[config.mk]
export PLATFORM = sky130hd
export DESIGN_NAME = frame_scheduler_flat
export DESIGN_NICKNAME = d
export VERILOG_FILES = /design/src/rtl/frame_scheduler_if.sv /design/src/rtl/frame_scheduler.sv /design/src/flat_wrapper.sv
export SDC_FILE = /design/constraint.sdc
export NUM_CORES = 1
export LEC_CHECK = 0
export CORE_MARGIN = 4
export CORE_UTILIZATION = 54
export CTS_CLUSTER_DIAMETER = 50
export DETAILED_ROUTE_END_ITERATION = 16
export PLACE_DENSITY = 0.8
export SETUP_SLACK_MARGIN = 0.05
export SYNTH_ARGS = -nofsm -noshare
export SYNTH_HDL_FRONTEND = slang
export SYNTH_SLANG_ARGS = --single-unit
[constraint.sdc]
create_clock -name clock -period 3.2 [get_ports clock]
set_input_delay 0.96 -clock clock [delete_from_list [all_inputs] [get_ports clock]]
set_output_delay 0.96 -clock clock [all_outputs]
set_load 0.01 [all_outputs]
[src/rtl/frame_scheduler_if.sv]
// Start/done handshake bundle between the frame sequencer (master) and the
// erase/update/draw render units (slave).
interface frame_scheduler_if;
  logic erase_start;
  logic update_start;
  logic draw_start;
  logic busy;
  logic erase_done;
  logic update_done;
  logic draw_done;

  modport master (
    output erase_start, update_start, draw_start, busy,
    input  erase_done, update_done, draw_done
  );

  modport slave (
    input  erase_start, update_start, draw_start, busy,
    output erase_done, update_done, draw_done
  );
endinterface

[src/rtl/frame_scheduler.sv]
// Game time base: divides the board clock into frame ticks, sequences
// erase -> update -> draw once per frame, and keeps a BCD seconds timer.
module frame_scheduler #(
  parameter int unsigned FRAME_DIV      = 1666667,
  parameter int unsigned FRAMES_PER_SEC = 30
) (
  input  logic               clock,
  input  logic               resetn,
  input  logic               enable,
  input  logic               clear,
  frame_scheduler_if.master  render,
  output logic               frame_tick,
  output logic               sec_tick,
  output logic [4:0]         frame_count,
  output logic [3:0]         dig0,
  output logic [3:0]         dig1,
  output logic [3:0]         dig2,
  output logic [3:0]         dig3,
  output logic               overrun
);

  localparam int unsigned DivW = (FRAME_DIV > 1) ? $clog2(FRAME_DIV) : 1;

  typedef enum logic [1:0] {Idle, Erase, Update, Draw} state_t;

  logic [DivW-1:0] div_cnt_q, div_cnt_d;
  logic [4:0]      frame_cnt_q, frame_cnt_d;
  logic [3:0][3:0] dig_q, dig_d;
  logic            carry;
  state_t          state_q;
  logic            erase_start_q, update_start_q, draw_start_q;
  logic            overrun_q;
  logic            draw_accept;

  assign frame_tick = enable && (div_cnt_q == DivW'(FRAME_DIV - 1));
  assign sec_tick   = frame_tick && (frame_cnt_q == 5'(FRAMES_PER_SEC - 1));

  // Done inputs are ignored in the start cycle of their state.
  assign draw_accept = (state_q == Draw) && !draw_start_q && render.draw_done;

  always_comb begin
    div_cnt_d = div_cnt_q;
    if (enable) begin
      div_cnt_d = frame_tick ? '0 : div_cnt_q + DivW'(1);
    end
    frame_cnt_d = frame_cnt_q;
    if (sec_tick) begin
      frame_cnt_d = '0;
    end else if (frame_tick) begin
      frame_cnt_d = frame_cnt_q + 5'd1;
    end
    // clear has priority over a coincident seconds increment.
    dig_d = dig_q;
    carry = 1'b1;
    if (clear) begin
      dig_d = '0;
    end else if (sec_tick) begin
      for (int i = 0; i < 4; i++) begin
        if (carry) begin
          if (dig_q[i] == 4'd9) begin
            dig_d[i] = 4'd0;
          end else begin
            dig_d[i] = dig_q[i] + 4'd1;
            carry    = 1'b0;
          end
        end
      end
    end
  end

  always_ff @(posedge clock) begin
    if (!resetn) begin
      div_cnt_q   <= '0;
      frame_cnt_q <= '0;
      dig_q       <= '0;
    end else begin
      div_cnt_q   <= div_cnt_d;
      frame_cnt_q <= frame_cnt_d;
      dig_q       <= dig_d;
    end
  end

  always_ff @(posedge clock) begin
    if (!resetn) begin
      state_q        <= Idle;
      erase_start_q  <= 1'b0;
      update_start_q <= 1'b0;
      draw_start_q   <= 1'b0;
      overrun_q      <= 1'b0;
    end else begin
      erase_start_q  <= 1'b0;
      update_start_q <= 1'b0;
      draw_start_q   <= 1'b0;
      unique case (state_q)
        Idle: begin
          if (frame_tick) begin
            state_q       <= Erase;
            erase_start_q <= 1'b1;
          end
        end
        Erase: begin
          if (!erase_start_q && render.erase_done) begin
            state_q        <= Update;
            update_start_q <= 1'b1;
          end
        end
        Update: begin
          if (!update_start_q && render.update_done) begin
            state_q      <= Draw;
            draw_start_q <= 1'b1;
          end
        end
        Draw: begin
          if (draw_accept) begin
            state_q       <= frame_tick ? Erase : Idle;
            erase_start_q <= frame_tick;
          end
        end
        default: state_q <= Idle;
      endcase
      // A tick that cannot start a new sequence is dropped and flagged.
      if (clear) begin
        overrun_q <= 1'b0;
      end else if (frame_tick && (state_q != Idle) && !draw_accept) begin
        overrun_q <= 1'b1;
      end
    end
  end

  assign render.erase_start  = erase_start_q;
  assign render.update_start = update_start_q;
  assign render.draw_start   = draw_start_q;
  assign render.busy         = (state_q != Idle);
  assign frame_count         = frame_cnt_q;
  assign dig0                = dig_q[0];
  assign dig1                = dig_q[1];
  assign dig2                = dig_q[2];
  assign dig3                = dig_q[3];
  assign overrun             = overrun_q;

endmodule

[src/flat_wrapper.sv]
// flat-port wrapper written by rule: the top's interface ports become plain ports
module frame_scheduler_flat 
#(
  parameter int unsigned FRAME_DIV      = 1666667,
  parameter int unsigned FRAMES_PER_SEC = 30
)
  (clock, resetn, enable, clear, frame_tick, sec_tick, frame_count, dig0, dig1, dig2, dig3, overrun, render_erase_start, render_update_start, render_draw_start, render_busy, render_erase_done, render_update_done, render_draw_done);
  frame_scheduler_if render_i ();
  input  logic clock;
  input  logic resetn;
  input  logic enable;
  input  logic clear;
  output logic frame_tick;
  output logic sec_tick;
  output logic [4:0] frame_count;
  output logic [3:0] dig0;
  output logic [3:0] dig1;
  output logic [3:0] dig2;
  output logic [3:0] dig3;
  output logic overrun;
  output wire logic [$bits(render_i.erase_start)-1:0] render_erase_start;
  output wire logic [$bits(render_i.update_start)-1:0] render_update_start;
  output wire logic [$bits(render_i.draw_start)-1:0] render_draw_start;
  output wire logic [$bits(render_i.busy)-1:0] render_busy;
  input wire logic [$bits(render_i.erase_done)-1:0] render_erase_done;
  input wire logic [$bits(render_i.update_done)-1:0] render_update_done;
  input wire logic [$bits(render_i.draw_done)-1:0] render_draw_done;
  assign render_erase_start = render_i.erase_start;
  assign render_update_start = render_i.update_start;
  assign render_draw_start = render_i.draw_start;
  assign render_busy = render_i.busy;
  assign render_i.erase_done = render_erase_done;
  assign render_i.update_done = render_update_done;
  assign render_i.draw_done = render_draw_done;
  frame_scheduler #(.FRAME_DIV(FRAME_DIV), .FRAMES_PER_SEC(FRAMES_PER_SEC)) u_core (.clock(clock), .resetn(resetn), .enable(enable), .clear(clear), .render(render_i), .frame_tick(frame_tick), .sec_tick(sec_tick), .frame_count(frame_count), .dig0(dig0), .dig1(dig1), .dig2(dig2), .dig3(dig3), .overrun(overrun));
endmodule
==> results of run 1 <==
synthesized netlist by cell type:
| master | number |
|---|---|
| or2_2 | 2 |
| or4_1 | 3 |
| clkbuf_2 | 1 |
| buf_1 | 1 |
| xnor2_1 | 11 |
| or3_1 | 2 |
| nand2_1 | 21 |
| inv_1 | 12 |
| xor2_1 | 20 |
| nand4b_1 | 2 |
| nor2b_1 | 6 |
| nand2b_1 | 4 |
| or3_4 | 1 |
| a211oi_1 | 1 |
| a22o_1 | 1 |
| nor3_1 | 5 |
| mux2i_1 | 6 |
| nor4bb_1 | 1 |
| o211a_1 | 1 |
| nand4_1 | 12 |
| nand4bb_1 | 4 |
| a21oi_1 | 8 |
| a221oi_1 | 1 |
| nand3_1 | 12 |
| o21ai_0 | 7 |
| a31oi_1 | 4 |
| nor4_1 | 7 |
| and3_1 | 3 |
| buf_2 | 1 |
| nor2_1 | 45 |
| ha_1 | 9 |
| and4b_1 | 1 |
| clkbuf_1 | 4 |
| dfxtp_1 | 48 |
| o31ai_1 | 1 |
| nand3b_1 | 3 |
| nor3b_1 | 2 |
| a222oi_1 | 1 |
| a2111oi_0 | 1 |
layer usage:
metal,GRT usage (%),up-vias
met5,0,-
li1,-,1050
met2,32.6,47
met4,8.85,0
met1,23.7,951
met3,5.54,10
critical path, cell delays in order:
cell and delay, ns:
dlygate4sd2_1 0.22, nand4bb_1 0.13, or2_4 0.28, nor3_2 0.15, buf_4 0.14, clkdlybuf4s15_2 0.21
registers in the layout (all words and copies together), names as in the netlist:
signal / cells
u_core.dig0: 4
u_core.dig1: 4
u_core.dig2: 4
u_core.dig3: 4
u_core.div_cnt_q: 21
u_core.frame_count: 5
u_core.overrun: 1
u_core.render.draw_start: 1
u_core.render.erase_start: 1
u_core.render.update_start: 1
u_core.state_q: 2
power by group through the flow:
stage                     logic [mW]  clock network, mW  registers (mW)
after floorplan               0.0171                  0           0.615
after global placement        0.0305                  0           0.616
after detailed placement      0.0307                  0           0.616
after CTS                     0.0305              0.347           0.602
after global routing          0.0334              0.373           0.602
final                         0.0304              0.339           0.602
worst min path at each step:
stage	startpoint	slack, ns	to	depth (start not counted)
floorplan	u_core.div_cnt_q[20]	0.48	u_core.div_cnt_q[20]	2
global placement	u_core.overrun	0.46	u_core.overrun	2
detailed placement	u_core.overrun	0.47	u_core.overrun	2
CTS	u_core.overrun	0.49	u_core.overrun	2
global route	u_core.dig0[1]	0.57	u_core.dig0[1]	2
finish	u_core.overrun	0.49	u_core.overrun	2
area by class of cell:
| cell class | instances | area (sq um) | share of cell area, % |
|---|---|---|---|
| Clock buffer | 6 | 72.6 | 2.47 |
| Clock inverter | 1 | 5.00 | 0.170 |
| Inverter | 12 | 45.0 | 1.53 |
| Multi-Input combinational cell | 208 | 1330 | 45.3 |
| Sequential cell | 48 | 961 | 32.7 |
| Tap cell | 50 | 62.6 | 2.13 |
| Timing Repair Buffer | 50 | 460 | 15.7 |
kinds of logic (layout without fill, tap and decap cells):
kind of cell / count (synthesis) / count (layout) / share of synthesized area [%]
adders and majority gates: 9 / 9 / 4.79
and+or+nand+nor: 136 / 136 / 30.3
muxes: 6 / 6 / 2.55
AOI/OAI and AO/OA: 26 / 26 / 6.86
buffers and inverters: 19 / 69 / 3.14
DFF: 48 / 48 / 40.9
xor gates and xnor gates: 31 / 31 / 11.5
metrics by stage:
| step | instance area (sq um) | utilization (%) | setup WS [ns] | instances |
|---|---|---|---|---|
| after floorplan | 2350 | - | 0.126 | 275 |
| after global placement | 2850 | 69.1 | -0.481 | 367 |
| after global routing | 2940 | 71.4 | 0.0683 | 375 |
| final | 2940 | 71.4 | 0.149 | 375 |
| after detailed placement | 2850 | 69.1 | -0.501 | 367 |
| after CTS | 2940 | 71.4 | 0.154 | 375 |
cell usage in the layout, fill, tap and decap left out, drive strengths merged, types with 11 or more instances in the layout:
| cell type | n |
|---|---|
| nand2 | 21 |
| nand4 | 12 |
| xnor2 | 11 |
| nor2 | 45 |
| dfxtp | 48 |
| buf | 16 |
| nand3 | 12 |
| clkdlybuf4s50 | 31 |
| inv | 12 |
| xor2 | 20 |
what timing repair did:
action	in CTS	in global routing
buffers inserted	1	0
setup endpoints to repair	2	0
hold buffers	0	0
resized for setup	8	0
==> impl_results.md, run 1 <==
* Synth area leader: dfxtp_1
* Yosys cell types at 39
* Critical Path Start Type: input port
* GRT overflow at 0
* Tightest Pin Transition at 0.683 ns
* Cell Pwr Density at 331 nW/um^2
* Num CTS Buffers at 5
* Crit Path Class: in -> out
* CP max FO at 2
* Max_cap viols at 0
* Tightest Hold Check Type: reg -> reg
* Clk root buf: clkbuf_8
* Fin Setup TNS at 0 ns
* Gate Count Post-Synth at 275
* RSZ-0062 raised after global routing: false
* Final hold violations at 0
* Clock latency at the later pin of the worst-skew pair at 0.30 ns
* Largest net degree at the start of global routing at 20
* Die Area at 5480 sq um
* # diodes at 0
* NumNets Final at 341
* Cell Int Power at 0.761 mW
* Net switching power figure at 0.210 mW
* Final setup fails at 0
* Worst reg2reg endpoint: u_core.dig0[1]
* Warning count from the yosys run at 0
* CP startpoint: enable
* Reg2reg start: u_core.div_cnt_q[4]
* Fin crit share at 95.3%
* Synthesized flop and latch total at 48
* Avg WL per Cell at 13.6 microns
* Synthesized Nets at 291
* Vias in the first global route at 1863
* Vias at 2058
* DIE HEIGHT at 74 microns
* GPL Wtd Cong at 0.868
* Vias per cell at 5.49
* Post-Syn Area per Cell at 8.55 sq um
* # port buffers at 34
* Critical path arrival at 2.09 ns
* IO Count at 35
* Worst vdd ir at 0.276 mV
* Final Max Slew Viols at 0
* Worst Setup EP: sec_tick
* Die X at 74 microns
* DRC at 0
* R2r setup slk at 0.94 ns
* Initial core utilization at 57.2%
* Outcome: finished clean
* Cell leakage power at 1.06 nW
* FMAX at 328 MHz
* 1st-iter DRT viols at 101
* Synth top area cells: dfxtp_1 41%, xor2_1 7.4%, nor2_1 7.2%, ha_1 4.8%, xnor2_1 4.1%
* DRT Wirelength at 5090 microns
* Row count at 23
* TritonCTS clock tree: done
* Initial antenna violation count at 0
* Area growth syn-to-layout at 24.9%
* Slew margin rel. at 54.5%
* Fill count at 344
* Layout cell share with drive strength beyond 1 at 8.62%
* Worst EP required at 2.24 ns
* DR pass1 iterations at 4
* Met2 routed WL at 2470 microns
* Cell Area, Synth at 2350 sq um
* Worst setup EP type: output port
* Seq pwr share at 62.0%
* R2R depth at 6
* Wire length on met1 at 2280 microns
* Total power at 0.971 mW
* Core Box Area at 4120 sq um
* Final ANT Viol Nets at 0
* Clock power frac at 34.9%
* First-pass GRT wire length at 8300 microns
* Met3 WL at 235 microns
* GRT Util Overall at 19.7%
* Clk sinks at 48
* Clock Path Buffers at 2
* Switch share at 21.7%
* Clock-pin slew on the worst setup and hold paths at 0.08 ns
* Final min period at 3.05 ns
* Post-DP HPWL at 3790 microns
* H-Tree Depth at 2
* Comb power frac at 3.1%
* Max Used Layer: met4
* Share of Yosys cell area claimed by the top area cell type at 40.9%
* Hold Slack at 0.485 ns
* Final clock skew at 0.00479 ns
* Post-synthesis sequential area ratio at 40.9%
Note: power is estimated with default switching activity, not from simulation.
==> run 2, diff against run 1 <==
--- a/config.mk
+++ b/config.mk
@@ -9,7 +9,8 @@
 export CORE_UTILIZATION = 54
 export CTS_CLUSTER_DIAMETER = 50
 export DETAILED_ROUTE_END_ITERATION = 16
-export PLACE_DENSITY = 0.8
+export PLACE_DENSITY = 0.88
+export REMOVE_ABC_BUFFERS = 1
 export SETUP_SLACK_MARGIN = 0.05
 export SYNTH_ARGS = -nofsm -noshare
 export SYNTH_HDL_FRONTEND = slang
==> run 2 against run 1 <==
Against the previous run:
- non-clock buffer count up 3
- maximum frequency up 7.1%
- die area unchanged
- critical path type unchanged
- clock power about the same
- sequential share of layout area down 0.26 points
==> impl_results.md, run 2 (synthesis results as in run 1) <==
* DIE HEIGHT at 74 microns (unchanged)
* # port buffers at 34 (unchanged)
* NumNets Final at 344 (+0.88%)
* # diodes at 0 (unchanged)
* DRT Wirelength at 5320 microns (+4.5%)
* First-pass GRT wire length at 8800 microns (+6.0%)
* Tightest Pin Transition at 0.667 ns (-0.0161 ns)
* Buf/Inv on CP at 3 (unchanged)
* Num CTS Buffers at 5 (unchanged)
* Die Area at 5480 sq um (unchanged)
* Final setup fails at 0 (unchanged)
* Clock-pin slew on the worst setup and hold paths at 0.08 ns (about the same)
* Final Max Slew Viols at 0 (unchanged)
* Max reg flops at 21 (unchanged)
* IO Count at 35 (unchanged)
* Final clock skew at 0.00600 ns (+0.00121 ns)
* RSZ-0062 raised after global routing: false
* Critical Path Start Type: input port
* GR met2 Demand/Resource at 34.0% (+1.4 points)
* Critical path arrival at 1.89 ns (-0.20 ns)
* Biggest register: u_core.div_cnt_q
* Fin crit share at 89.0% (-6.3 points)
* TritonCTS clock tree: done
* Total power at 0.972 mW (about the same)
* Max_cap viols at 0 (unchanged)
* Final min period at 2.85 ns (-0.203 ns)
* Layout cell share with drive strength beyond 1 at 10.1% (+1.4 points)
* Critical path's top delay family: simple AND/OR/NAND/NOR gates
* Busiest grt layer: met2
* FMAX at 351 MHz (+7.1%)
* Outcome: finished clean
* Largest net degree at the start of global routing at 20 (unchanged)
* Met1 track demand over resource at 25.9% (+2.2 points)
* Worst vdd ir at 0.258 mV (-6.5%)
* Vias at 2100 (+2.0%)
* Worst setup EP type: output port
* Layout Cells excl Fill at 378 (+0.80%)
* Commonest non-fill, non-tap cell in the layout: dfxtp_1
* H-Tree Depth at 2 (unchanged)
* Clk sinks at 48 (unchanged)
* Avg WL per Cell at 14.1 microns (+3.7%)
* CP max FO at 2 (unchanged)
* Slew margin rel. at 55.5% (+1.1 points)
* Row count at 23 (unchanged)
* DR pass1 iterations at 5 (+1)
* Initial core utilization at 57.2% (unchanged)
* GRT overflow at 0 (unchanged)
* Tightest Hold Check Type: reg -> reg
* Placed Instances at 367 (unchanged)
* Clock latency at the later pin of the worst-skew pair at 0.30 ns (about the same)
* HP Start: u_core.overrun
* Area growth syn-to-layout at 25.9%
* Clk root buf: clkbuf_8
* Final hold violations at 0 (unchanged)
* DRC at 0 (unchanged)
* 1st-iter DRT viols at 102 (+0.99%)
* CP startpoint: enable
* Hold Buf Count CTS at 0 (unchanged)
* Reg2reg start: u_core.frame_count[0]
* Cell Pwr Density at 328 nW/um^2 (-0.71%)
* GPL Wtd Cong at 0.853 (-1.7%)
* Clock Path Buffers at 2 (unchanged)
* Post-DP HPWL at 3850 microns (+1.5%)
* CP cell instances: dlymetal6s2s_1 > nand4bb_1 > or2_4 > nor3_2 > buf_4 > buf_6
* Worst EP required at 2.24 ns (about the same)
* Commonest non-fill, non-tap cells in the layout: 48 x dfxtp_1, 44 x nor2_1, 31 x clkdlybuf4s50_1
* Core Box Area at 4120 sq um (unchanged)
* Final ANT Viol Nets at 0 (unchanged)
* Critical path's slowest cell: or2_4
* Initial antenna violation count at 0 (unchanged)
* GRT Util Overall at 20.5% (+0.81 points)
* Grt met3 use at 4.73% (-0.81 points)
* CP peak stage delay at 0.26 ns (-0.02 ns)
* Vias in the first global route at 1985 (+6.5%)
* Vias per cell at 5.56 (+1.2%)
* Crit Path Class: in -> out
* Fin Setup TNS at 0 ns (unchanged)
* Die X at 74 microns (unchanged)
* Cell leakage power at 1.09 nW (+2.5%)
run 2: cell types whose count changed in the layout (fill, tap and decap cells not counted), sizes merged:
cell           delta
dlymetal6s2s      +1
buf               +5
clkdlybuf4s15     -2
dlygate4sd2       -1
run 2: where the power goes:
group          switching [mW]  internal (mW)
Combinational          0.0181         0.0132
Clock                   0.190          0.149
Sequential            0.00299          0.599
Total                   0.211          0.761
run 2: area by class of cell:
class,count,area [sq um]
Multi-Input combinational cell,208,1330
Fill cell,299,1150
Sequential cell,48,961
Timing Repair Buffer,53,482
Clock buffer,6,72.6
Tap cell,50,62.6
Inverter,12,45.0
Clock inverter,1,5.00
run 2: worst min-delay path, delay by kind of cell, from the launching register on:
kind | cells | cell delay (ns)
AOI/OAI and AO/OA | 1 | 0.05
DFF | 1 | 0.35
and+or+nand+nor | 1 | 0.08
run 2: routing by layer:
metal  vias up  wire, microns
li1       1058              -
met4         0             76
met1       982           2330
met2        51           2640
met5         -              0
met3         9            274
run 2: what timing repair did:
item,CTS,global route
pin swaps,1,2
gates resized for setup,12,1
hold endpoints to repair,0,0
setup buffers,3,1
endpoints found under the setup margin,2,2
run 2: worst paths after layout:
check	slack, ns	cells past startpoint	end
setup / recovery	0.35	6	sec_tick
hold / removal	0.51	2	u_core.overrun
setup reg to reg	0.91	7	u_core.dig2[3]
hold reg to reg	0.51	2	u_core.overrun
run 2: through the flow:
stage,cell area [sq um],utilization (%),setup slack [ns],hold WS [ns]
after floorplan,2320,-,0.198,0.479
after global placement,2850,69.1,-0.490,0.465
after detailed placement,2850,69.1,-0.490,0.495
after CTS,2950,71.7,0.00249,0.516
after global routing,2960,72.0,0.272,0.540
final,2960,72.0,0.352,0.508
==> run 3, diff against run 2 <==
--- a/config.mk
+++ b/config.mk
@@ -5,7 +5,6 @@
 export SDC_FILE = /design/constraint.sdc
 export NUM_CORES = 1
 export LEC_CHECK = 0
-export CORE_MARGIN = 4
 export CORE_UTILIZATION = 54
 export CTS_CLUSTER_DIAMETER = 50
 export DETAILED_ROUTE_END_ITERATION = 16
==> run 3 against run 2 <==
Against the previous run:
- design area increased by 0.25%
- clock skew is 0.0034 ns higher
- highest routed layer unchanged
- critical endpoint unchanged
- via count increased by 1.9%
==> impl_results.md, run 3 (synthesis results as in run 1) <==
* IO Count at 35 (unchanged)
* Commonest non-fill, non-tap cells in the layout: 48 x dfxtp_1, 44 x nor2_1, 31 x clkdlybuf4s50_1
* # diodes at 0 (unchanged)
* Clock-pin slew on the worst setup and hold paths at 0.09 ns (about the same)
* Post-Route Utilization at 72.7% (+0.69 points)
* Placed Instances at 367 (unchanged)
* Final hold violations at 0 (unchanged)
* Die X at 68 microns (-8.1%)
* Layout Cells excl Fill at 376 (-0.53%)
* Initial antenna violation count at 0 (unchanged)
* Place WS at -0.543 ns (-0.0529 ns)
* Fin crit share at 90.8% (+1.8 points)
* Clk sinks at 48 (unchanged)
* Final Max Slew Viols at 0 (unchanged)
* Area of the multi-input gates at 1340 sq um (+0.47%)
* Crit Path Class: reg -> out
* CP max FO at 6 (+4)
* Final setup fails at 0 (unchanged)
* Outcome: finished clean
* GRT overflow at 0 (unchanged)
* Hold Buf Count CTS at 0 (unchanged)
* DIE HEIGHT at 68 microns (-8.1%)
* Core Box Area at 4090 sq um (-0.70%)
* Worst vdd ir at 0.272 mV (+5.4%)
* Worst setup EP type: output port
* Commonest non-fill, non-tap cell in the layout: dfxtp_1
* GRT Util Overall at 24.0% (+3.5 points)
* CP cell instances: nand4b_1 > or4_1 > nor3_4 > buf_2
* TritonCTS clock tree: done
* DR pass1 iterations at 4 (-1)
* Vias per cell at 5.69 (+2.4%)
* Slew margin rel. at 57.7% (+2.2 points)
* FMAX at 344 MHz (-2.0%)
* CP peak stage delay at 0.61 ns (+0.35 ns)
* Tightest Pin Transition at 0.634 ns (-0.0330 ns)
* Final worst setup slack at 0.294 ns (-0.0586 ns)
* Register area at 961 sq um (unchanged)
* Largest net degree at the start of global routing at 20 (unchanged)
* Clock Path Buffers at 2 (unchanged)
* Row count at 23 (unchanged)
* Final min period at 2.91 ns (+0.0586 ns)
* Final ANT Viol Nets at 0 (unchanged)
* CP startpoint: u_core.div_cnt_q[4]
* H-Tree Depth at 2 (unchanged)
* Hold Slack at 0.499 ns (-0.00907 ns)
* Fill count at 293 (-2.0%)
* HP Start: u_core.overrun
* Fin Setup TNS at 0 ns (unchanged)
* Clock latency at the later pin of the worst-skew pair at 0.31 ns (about the same)
* Final clock skew at 0.00935 ns (+0.00336 ns)
* Num CTS Buffers at 5 (unchanged)
* DRT Wirelength at 5140 microns (-3.3%)
* Initial core utilization at 57.6% (+0.40 points)
* RSZ-0062 raised after global routing: false
* Critical Path Start Type: flop
* Die Area at 4620 sq um (-16%)
* Total power at 1.06 mW (+9.5%)
* # port buffers at 34 (unchanged)
* DRC at 0 (unchanged)
* Vias in the first global route at 1866 (-6.0%)
* Area growth syn-to-layout at 26.2%
* Design area at 2970 sq um (+0.25%)
* NumNets Final at 341 (-0.87%)
* Cell Pwr Density at 358 nW/um^2 (+9.2%)
* First-pass GRT wire length at 8270 microns (-6.0%)
* Layout cell share with drive strength beyond 1 at 9.82% (-0.25 points)
* Reg2reg start: u_core.div_cnt_q[4]
* Dpl cell area at 2850 sq um (unchanged)
* Avg WL per Cell at 13.7 microns (-2.8%)
* Clk root buf: clkbuf_8
* Cell leakage power at 1.10 nW (+1.2%)
* Biggest register: u_core.div_cnt_q
* Vias at 2139 (+1.9%)
* Max_cap viols at 0 (unchanged)
* Critical path's slowest cell: or4_1
* GPL Wtd Cong at 0.796 (-6.7%)
* Post-DP HPWL at 3570 microns (-7.2%)
* Critical path arrival at 1.95 ns (+0.06 ns)
* 1st-iter DRT viols at 105 (+2.9%)
* Tightest Hold Check Type: reg -> reg
* Worst EP required at 2.24 ns (about the same)
* Max reg flops at 21 (unchanged)
-- run 3: cell type report --
type                    count  area share [%]
inverters                  12            1.52
flip-flops and latches     48            32.4
well taps                  50            2.11
repair buffers             50            15.3
multi-input cells         208            45.1
clock inverters             2            1.18
clock buffers               6            2.44
-- run 3: path summary, 6_finish.rpt --
kind | end | slack (ns) | cells past startpoint
worst max register to register | u_core.dig0[1] | 0.81 | 6
worst max-delay path | sec_tick | 0.29 | 4
worst min-delay path | u_core.overrun | 0.50 | 2
worst min register to register | u_core.overrun | 0.50 | 2
-- run 3: timing repair --
action / 4_1_cts / 5_1_grt
buffers inserted: 1 / 0
resized for setup: 13 / 1
pin swaps: 0 / 2
setup endpoints to repair: 2 / 2
endpoints found under the hold margin: 0 / 0
-- run 3: metal layers --
metal  global-route usage, %  routed length [microns]
met4                    12.8                      129
met5                       0                        0
met2                    39.2                     2620
met1                    29.5                     2180
met3                    4.50                      213
-- run 3: worst max-delay path, delay by kind of cell, from the launching register on --
| family | cells | cell delay, ns |
|---|---|---|
| and+or+nand+nor | 3 | 1.09 |
| DFF | 1 | 0.39 |
| buffers and inverters | 1 | 0.16 |
-- run 3: report_power, final --
part           switching [mW]  internal [mW]
Clock                   0.198          0.232
Sequential            0.00318          0.599
Combinational          0.0184         0.0137
Total                   0.220          0.845
